<file path="config.mk">
export PLATFORM = sky130hd
export DESIGN_NAME = ul_rd_ram_control_s
export DESIGN_NICKNAME = d
export VERILOG_FILES = /design/src/rtl/ul_rd_ram_control_s.sv
export SDC_FILE = /design/constraint.sdc
export NUM_CORES = 1
export LEC_CHECK = 0
export ABC_AREA = 1
export CORE_MARGIN = 2
export CORE_UTILIZATION = 50
export DETAILED_ROUTE_END_ITERATION = 12
export DONT_BUFFER_PORTS = 1
export GPL_TIMING_DRIVEN = 0
export PLACE_DENSITY = 0.69
export RECOVER_POWER = 25
export SLEW_MARGIN = 5
export SYNTH_ARGS = -nofsm -noshare
export SYNTH_HDL_FRONTEND = slang
export SYNTH_SLANG_ARGS = --single-unit
</file>
<file path="constraint.sdc">
create_clock -name clk -period 2.7 [get_ports clk]
set_input_delay 0.54 -clock clk [delete_from_list [all_inputs] [get_ports clk]]
set_output_delay 0.54 -clock clk [all_outputs]
set_load 0.05 [all_outputs]
</file>
<file path="src/rtl/ul_rd_ram_control_s.sv">
// ---------------------------------------------------------------------------
// ul_rd_ram_control_s
//
// Read side of the uplink ping-pong RAM. It watches the writer's per-bank
// full flags, reads one full bank as a frame of FRAME_LEN 10-bit words, and
// streams the words to the uplink sender over a valid/ready handshake. When
// the whole frame has been accepted, it returns a one-cycle release pulse for
// that bank so the writer can clear its full flag.
//
// Ports
//   clk             system clock
//   nRst            synchronous active-low reset
//   UlRAM_wr_state  bank full flags from the writer (bit0=RAM0, bit1=RAM1)
//   rdUlRAMAddr     RAM read address (0 when no read is issued)
//   rdUlRAMEn       RAM read enable; rdUlRAMData is valid one cycle later
//   rdUlRAMData     RAM read data
//   UlRAM_rd_state  one-cycle bank release pulse (bit0=RAM0, bit1=RAM1)
//   outData         frame word to the sender
//   outValid        outData valid
//   outReady        sender accepts the word when outValid && outReady
//   outSof          marks the first word of a frame
//   outEof          marks the last word of a frame
//   rdBusy          high from bank selection until the release cycle
//   frameCnt        frames released since reset (wraps)
// ---------------------------------------------------------------------------
module ul_rd_ram_control_s #(
    parameter int          FRAME_LEN = 262,
    parameter logic [9:0]  RAM0_BASE = 10'd0,
    parameter logic [9:0]  RAM1_BASE = 10'd512
) (
    input  logic        clk,
    input  logic        nRst,
    input  logic [1:0]  UlRAM_wr_state,
    output logic [9:0]  rdUlRAMAddr,
    output logic        rdUlRAMEn,
    input  logic [9:0]  rdUlRAMData,
    output logic [1:0]  UlRAM_rd_state,
    output logic [9:0]  outData,
    output logic        outValid,
    input  logic        outReady,
    output logic        outSof,
    output logic        outEof,
    output logic        rdBusy,
    output logic [15:0] frameCnt
);

    localparam logic [2:0] S_IDLE    = 3'd0;
    localparam logic [2:0] S_READ    = 3'd1;
    localparam logic [2:0] S_DRAIN   = 3'd2;
    localparam logic [2:0] S_RELEASE = 3'd3;
    localparam logic [2:0] S_GUARD   = 3'd4;

    localparam logic [8:0] LEN9  = 9'(FRAME_LEN);
    localparam logic [8:0] LAST9 = 9'(FRAME_LEN - 1);

    logic [2:0]  state_q,      state_d;
    logic        bank_q,       bank_d;
    logic        bank_ptr_q,   bank_ptr_d;
    logic [8:0]  issue_cnt_q,  issue_cnt_d;
    logic [8:0]  accept_cnt_q, accept_cnt_d;
    logic        inflight_q,   inflight_d;
    logic        infl_sof_q,   infl_sof_d;
    logic        infl_eof_q,   infl_eof_d;
    // Buffer entries hold {sof, eof, data}; buf0 is the head.
    logic [11:0] buf0_q,       buf0_d;
    logic [11:0] buf1_q,       buf1_d;
    logic [1:0]  buf_cnt_q,    buf_cnt_d;
    logic [15:0] frame_cnt_q,  frame_cnt_d;

    logic        pop;
    logic        issue;
    logic [1:0]  occ;
    logic [1:0]  cnt_mid;
    logic [9:0]  base;

    always_comb begin
        base = bank_q ? RAM1_BASE : RAM0_BASE;
        pop  = (buf_cnt_q != 2'd0) && outReady;

        // Occupancy counts the word leaving this cycle as already gone, so a
        // read can be issued every cycle while the sender keeps up.
        occ   = buf_cnt_q - 2'(pop) + 2'(inflight_q);
        issue = (state_q == S_READ) && (issue_cnt_q < LEN9) && (occ < 2'd2);

        // Two-entry FIFO: pop shifts the tail into the head, the RAM return
        // lands in the first free slot after the pop.
        buf0_d  = buf0_q;
        buf1_d  = buf1_q;
        cnt_mid = buf_cnt_q - 2'(pop);
        if (pop) begin
            buf0_d = buf1_q;
        end
        if (inflight_q) begin
            if (cnt_mid == 2'd0) begin
                buf0_d = {infl_sof_q, infl_eof_q, rdUlRAMData};
            end else begin
                buf1_d = {infl_sof_q, infl_eof_q, rdUlRAMData};
            end
        end
        buf_cnt_d = cnt_mid + 2'(inflight_q);

        // Frame markers travel with the read so they line up with its data.
        inflight_d = issue;
        infl_sof_d = (issue_cnt_q == 9'd0);
        infl_eof_d = (issue_cnt_q == LAST9);

        issue_cnt_d  = issue_cnt_q;
        accept_cnt_d = accept_cnt_q;
        if (issue && (issue_cnt_q < LEN9)) begin
            issue_cnt_d = issue_cnt_q + 9'd1;
        end
        if (pop && (accept_cnt_q < LEN9)) begin
            accept_cnt_d = accept_cnt_q + 9'd1;
        end

        state_d     = state_q;
        bank_d      = bank_q;
        bank_ptr_d  = bank_ptr_q;
        frame_cnt_d = frame_cnt_q;

        case (state_q)
            S_IDLE: begin
                // The pointer bank wins ties, which keeps frames alternating.
                if (UlRAM_wr_state[bank_ptr_q]) begin
                    bank_d       = bank_ptr_q;
                    issue_cnt_d  = 9'd0;
                    accept_cnt_d = 9'd0;
                    state_d      = S_READ;
                end else if (UlRAM_wr_state[~bank_ptr_q]) begin
                    bank_d       = ~bank_ptr_q;
                    issue_cnt_d  = 9'd0;
                    accept_cnt_d = 9'd0;
                    state_d      = S_READ;
                end
            end
            S_READ: begin
                if (issue && (issue_cnt_q == LAST9)) begin
                    state_d = S_DRAIN;
                end
            end
            S_DRAIN: begin
                if (accept_cnt_q == LEN9) begin
                    state_d = S_RELEASE;
                end
            end
            S_RELEASE: begin
                bank_ptr_d  = ~bank_q;
                frame_cnt_d = frame_cnt_q + 16'd1;
                state_d     = S_GUARD;
            end
            S_GUARD: begin
                // One idle cycle lets the writer's flag clear propagate.
                state_d = S_IDLE;
            end
            default: begin
                state_d = S_IDLE;
            end
        endcase
    end

    always_ff @(posedge clk) begin
        if (!nRst) begin
            state_q      <= S_IDLE;
            bank_q       <= 1'b0;
            bank_ptr_q   <= 1'b0;
            issue_cnt_q  <= 9'd0;
            accept_cnt_q <= 9'd0;
            inflight_q   <= 1'b0;
            infl_sof_q   <= 1'b0;
            infl_eof_q   <= 1'b0;
            buf0_q       <= 12'd0;
            buf1_q       <= 12'd0;
            buf_cnt_q    <= 2'd0;
            frame_cnt_q  <= 16'd0;
        end else begin
            state_q      <= state_d;
            bank_q       <= bank_d;
            bank_ptr_q   <= bank_ptr_d;
            issue_cnt_q  <= issue_cnt_d;
            accept_cnt_q <= accept_cnt_d;
            inflight_q   <= inflight_d;
            infl_sof_q   <= infl_sof_d;
            infl_eof_q   <= infl_eof_d;
            buf0_q       <= buf0_d;
            buf1_q       <= buf1_d;
            buf_cnt_q    <= buf_cnt_d;
            frame_cnt_q  <= frame_cnt_d;
        end
    end

    always_comb begin
        rdUlRAMEn      = issue;
        rdUlRAMAddr    = issue ? (base + {1'b0, issue_cnt_q}) : 10'd0;
        UlRAM_rd_state = (state_q == S_RELEASE) ? (bank_q ? 2'b10 : 2'b01) : 2'b00;
        outValid       = (buf_cnt_q != 2'd0);
        outData        = outValid ? buf0_q[9:0] : 10'd0;
        outSof         = outValid & buf0_q[11];
        outEof         = outValid & buf0_q[10];
        rdBusy         = (state_q == S_READ) || (state_q == S_DRAIN) || (state_q == S_RELEASE);
        frameCnt       = frame_cnt_q;
    end

endmodule
</file>
==> results.py <==
metrics = {
    "outcome": {
        "status": "finished with violations",
        "violations": "setup timing",
    },
    "clock_network": {
        "cts_tree": "done",
        "htreeDepth": 3,
        "cts_hold_buf": 0,
        "cts_root_buf": "clkbuf_8",
        "clk_pin_slew_worst_paths_ps": 80,
        "clock_sinks": 68,
        "clkLatencyLatePin_ps": 350,
        "cts_buffers": 9,
        "clk_path_buf_depth": 2,
    },
    "critical_path": {
        "reg2reg_depth": 15,
        "crit_path_max_fanout": 5,
        "cp-end-kind": "primary output",
        "reg2reg_to": "issue_cnt_q[0]",
        "cp.arrival_ps": 2530,
        "crit_required_ps": 2160,
        "crit_path_start_kind": "register",
        "critical_path_class": "register to primary output",
        "r2r_start": "buf_cnt_q[1]",
        "r2r_setup_slack_ps": 330,
    },
    "route": {
        "routed_wl_um": 7870,
        "viasPerCell": 5.21,
        "first_iter_violations": 125,
        "firstDrtPassIters": 4,
        "route.vias.total": 3205,
        "wl_per_cell_um": 12.8,
        "drc_errors": 0,
        "ant_nets": 0,
    },
    "timing": {
        "hold_viol_final": 0,
        "skew_ps": 9.99,
        "rsz0062_at_grt": "true",
        "tightest_slew_ps": 971,
        "layout_worst_path_cycle_share_pct": 114,
        "relSlewSlack_pct": 34.8,
        "period_needed_ps": 3070,
        "finalMaxSlewViolations": 0,
        "max_clock_freq_ghz": 0.326,
        "setup_violations": 10,
        "fin_ws_ps": -369,
    },
    "yosys": {
        "synth_mux_area_share_pct": 0,
        "synth_area_leaders": "dfxtp_1 (39%), nand2_1 (11%), nor2_1 (11%), inv_1 (6.2%), nand3_1 (3.9%)",
        "yosysTopAreaCell": "dfxtp_1",
        "synthDominantCellAreaShare_pct": 39.4,
        "synth_edf_count": 0,
        "synth-main-ff-cell": "dfxtp_1",
        "yosysMostFrequentCell": "nand2_1",
        "synthXorXnorAreaFrac_pct": 1.78,
        "synth_top_family_by_area": "simple AND/OR/NAND/NOR gates",
        "synthCells": 506,
        "ys_types": 34,
        "ys_seq_area_share_pct": 39.4,
        "yosys_warnings": 0,
        "synth_seq_cells": 68,
        "synth_common_cells": "nand2_1 (102), nor2_1 (99), dfxtp_1 (68)",
        "syn_nets": 529,
        "syn_area_per_cell_um2": 6.82,
        "synthArstFlopShare_pct": 0,
        "synth_compound_area_share_pct": 12.4,
        "synth_fa_ha_area_share_pct": 2.90,
        "syn_area_um2": 3450,
        "synth-simple-area-share_pct": 33.8,
    },
    "final_layout": {
        "multi_input_area_um2": 1870,
        "layout-drive-gt1-share_pct": 14.8,
        "fin_util_pct": 59.8,
        "seq_area_um2": 1360,
        "fillers": 618,
        "area_delta_synth_final_pct": 16.4,
        "antennaDiodeCount": 0,
        "fin_nets": 553,
        "final_cells": 615,
    },
    "floorplan": {
        "die_y_um": 87.1,
        "die_w_um": 87.1,
        "top_level_ports": 58,
        "die_area_um2": 7580,
        "rows": 30,
        "core_area_um2": 6720,
        "start_util_pct": 51.4,
    },
    "power": {
        "p_per_area_nw_per_um2": 891,
        "vdd_drop_max_v": 0.000545,
        "power.leakage_uw": 0.00151,
    },
    "placed_design": {
        "place_congestion": 0.810,
        "dpl.hpwl_um": 5480,
        "dp_cells": 586,
        "numPortBuffers": 0,
    },
    "grt": {
        "globalRoute.totalOverflow": 0,
        "grt_usage_pct": 22.1,
        "grt_pass1_wl_um": 13400,
        "grt_max_degree": 14,
        "antenna_found_initial": 0,
        "grt_pass1_vias": 3065,
    },
    "run": {
        "cap_violations": 0,
    },
    "min_path": {
        "hp-class": "input port to register",
        "worstHoldEndpoint": "buf1_q[8]",
        "hold-path-cell-count": 2,
        "hp-start": "rdUlRAMData[8]",
    },
}
==> through the flow <==
stage	setup WS, ps	hold slack [ps]	power, µW	instance area (µm²)	TNS, ps
after global placement	-343	462	2520	3700	-3080
final	-369	353	3580	4020	-3430
after global routing	-464	362	3810	4020	-4360
after detailed placement	-345	470	2540	3700	-3090
after floorplan	-134	453	2330	3600	-1040
after CTS	-373	346	3610	4040	-3410
==> metal layers <==
metal | vias to the layer above | part of all wire, % | track usage [%]
met5 | - | 0 | 0
met4 | 0 | 1.8 | 7.81
met3 | 14 | 4.3 | 5.02
met2 | 65 | 48 | 38.1
met1 | 1460 | 46 | 27.0
li1 | 1666 | - | -
==> how the worst max path moves through the flow <==
stage	startpoint	endpoint	slack (ps)	depth (start not counted)
2_1_floorplan	buf_cnt_q[1]	rdUlRAMAddr[1]	-130	14
3_3_place_gp	buf_cnt_q[1]	rdUlRAMAddr[1]	-340	14
3_5_place_dp	buf_cnt_q[1]	rdUlRAMAddr[1]	-340	14
4_1_cts	buf_cnt_q[0]	rdUlRAMAddr[7]	-370	14
5_1_grt	buf_cnt_q[0]	rdUlRAMAddr[7]	-460	14
6_report	buf_cnt_q[1]	rdUlRAMAddr[7]	-370	14
==> layout make-up <==
cell class,count,area share [%]
Tap cell,80,2.49
Sequential cell,68,34.0
Buffer,13,1.84
Inverter,68,6.95
Clock inverter,4,1.18
Timing Repair Buffer,13,3.02
Multi-Input combinational cell,357,46.7
Clock buffer,12,3.86
==> worst max-delay path, cell delays in order, from the launching register on <==
cell and delay (ps):
dfxtp_2 350, nor2_4 150, inv_6 90, nand2_4 100, inv_8 40, ha_4 210, inv_2 60, ha_4 150
inv_2 40, nand3_2 70, nand3_4 110, nor2_8 290, inv_8 80, buf_12 150, nor2_4 290
==> placed cells by master, fill, tap and decap left out, types with 8 or more instances in the layout <==
cell type,count
clkbuf_8,11
o21ai_0,25
clkbuf_1,8
nor3_1,13
nor2_4,14
nand2_1,103
buf_4,12
dfxtp_1,66
nor2_1,91
a21oi_1,20
nand3_1,25
o21ai_1,10
inv_1,55
inv_2,8
==> power breakdown <==
group	switching (µW)	internal (µW)	total (µW)
registers	131	1170	1300
clock network	385	474	859
logic	925	493	1420
total	1440	2140	3580
==> state kept, by name, summed over array words and instances (netlist names) <==
| name | cells |
|---|---|
| infl_sof_q | 1 |
| frameCnt | 16 |
| inflight_q | 1 |
| accept_cnt_q | 9 |
| bank_q | 1 |
| buf_cnt_q | 2 |
| buf0_q | 12 |
| buf1_q | 12 |
| bank_ptr_q | 1 |
| state_q | 3 |
| issue_cnt_q | 9 |
| infl_eof_q | 1 |
==> repair_timing <==
action | 4_1_cts | 5_1_grt
setup endpoints to repair | 12 | 10
endpoints found under the hold margin | 0 | 0
buffers inserted | 12 | 0
gates resized for setup | 8 | 0
pin swaps | 10 | 2
gates cloned | 2 | 0
==> kinds of logic after synthesis <==
logic type      count (synthesis)
simple gates                  266
buf+inv                        82
compound gates                 75
flops                          68
fa+ha+maj                       8
xor+xnor                        7
(Power assumes the default switching activity.)
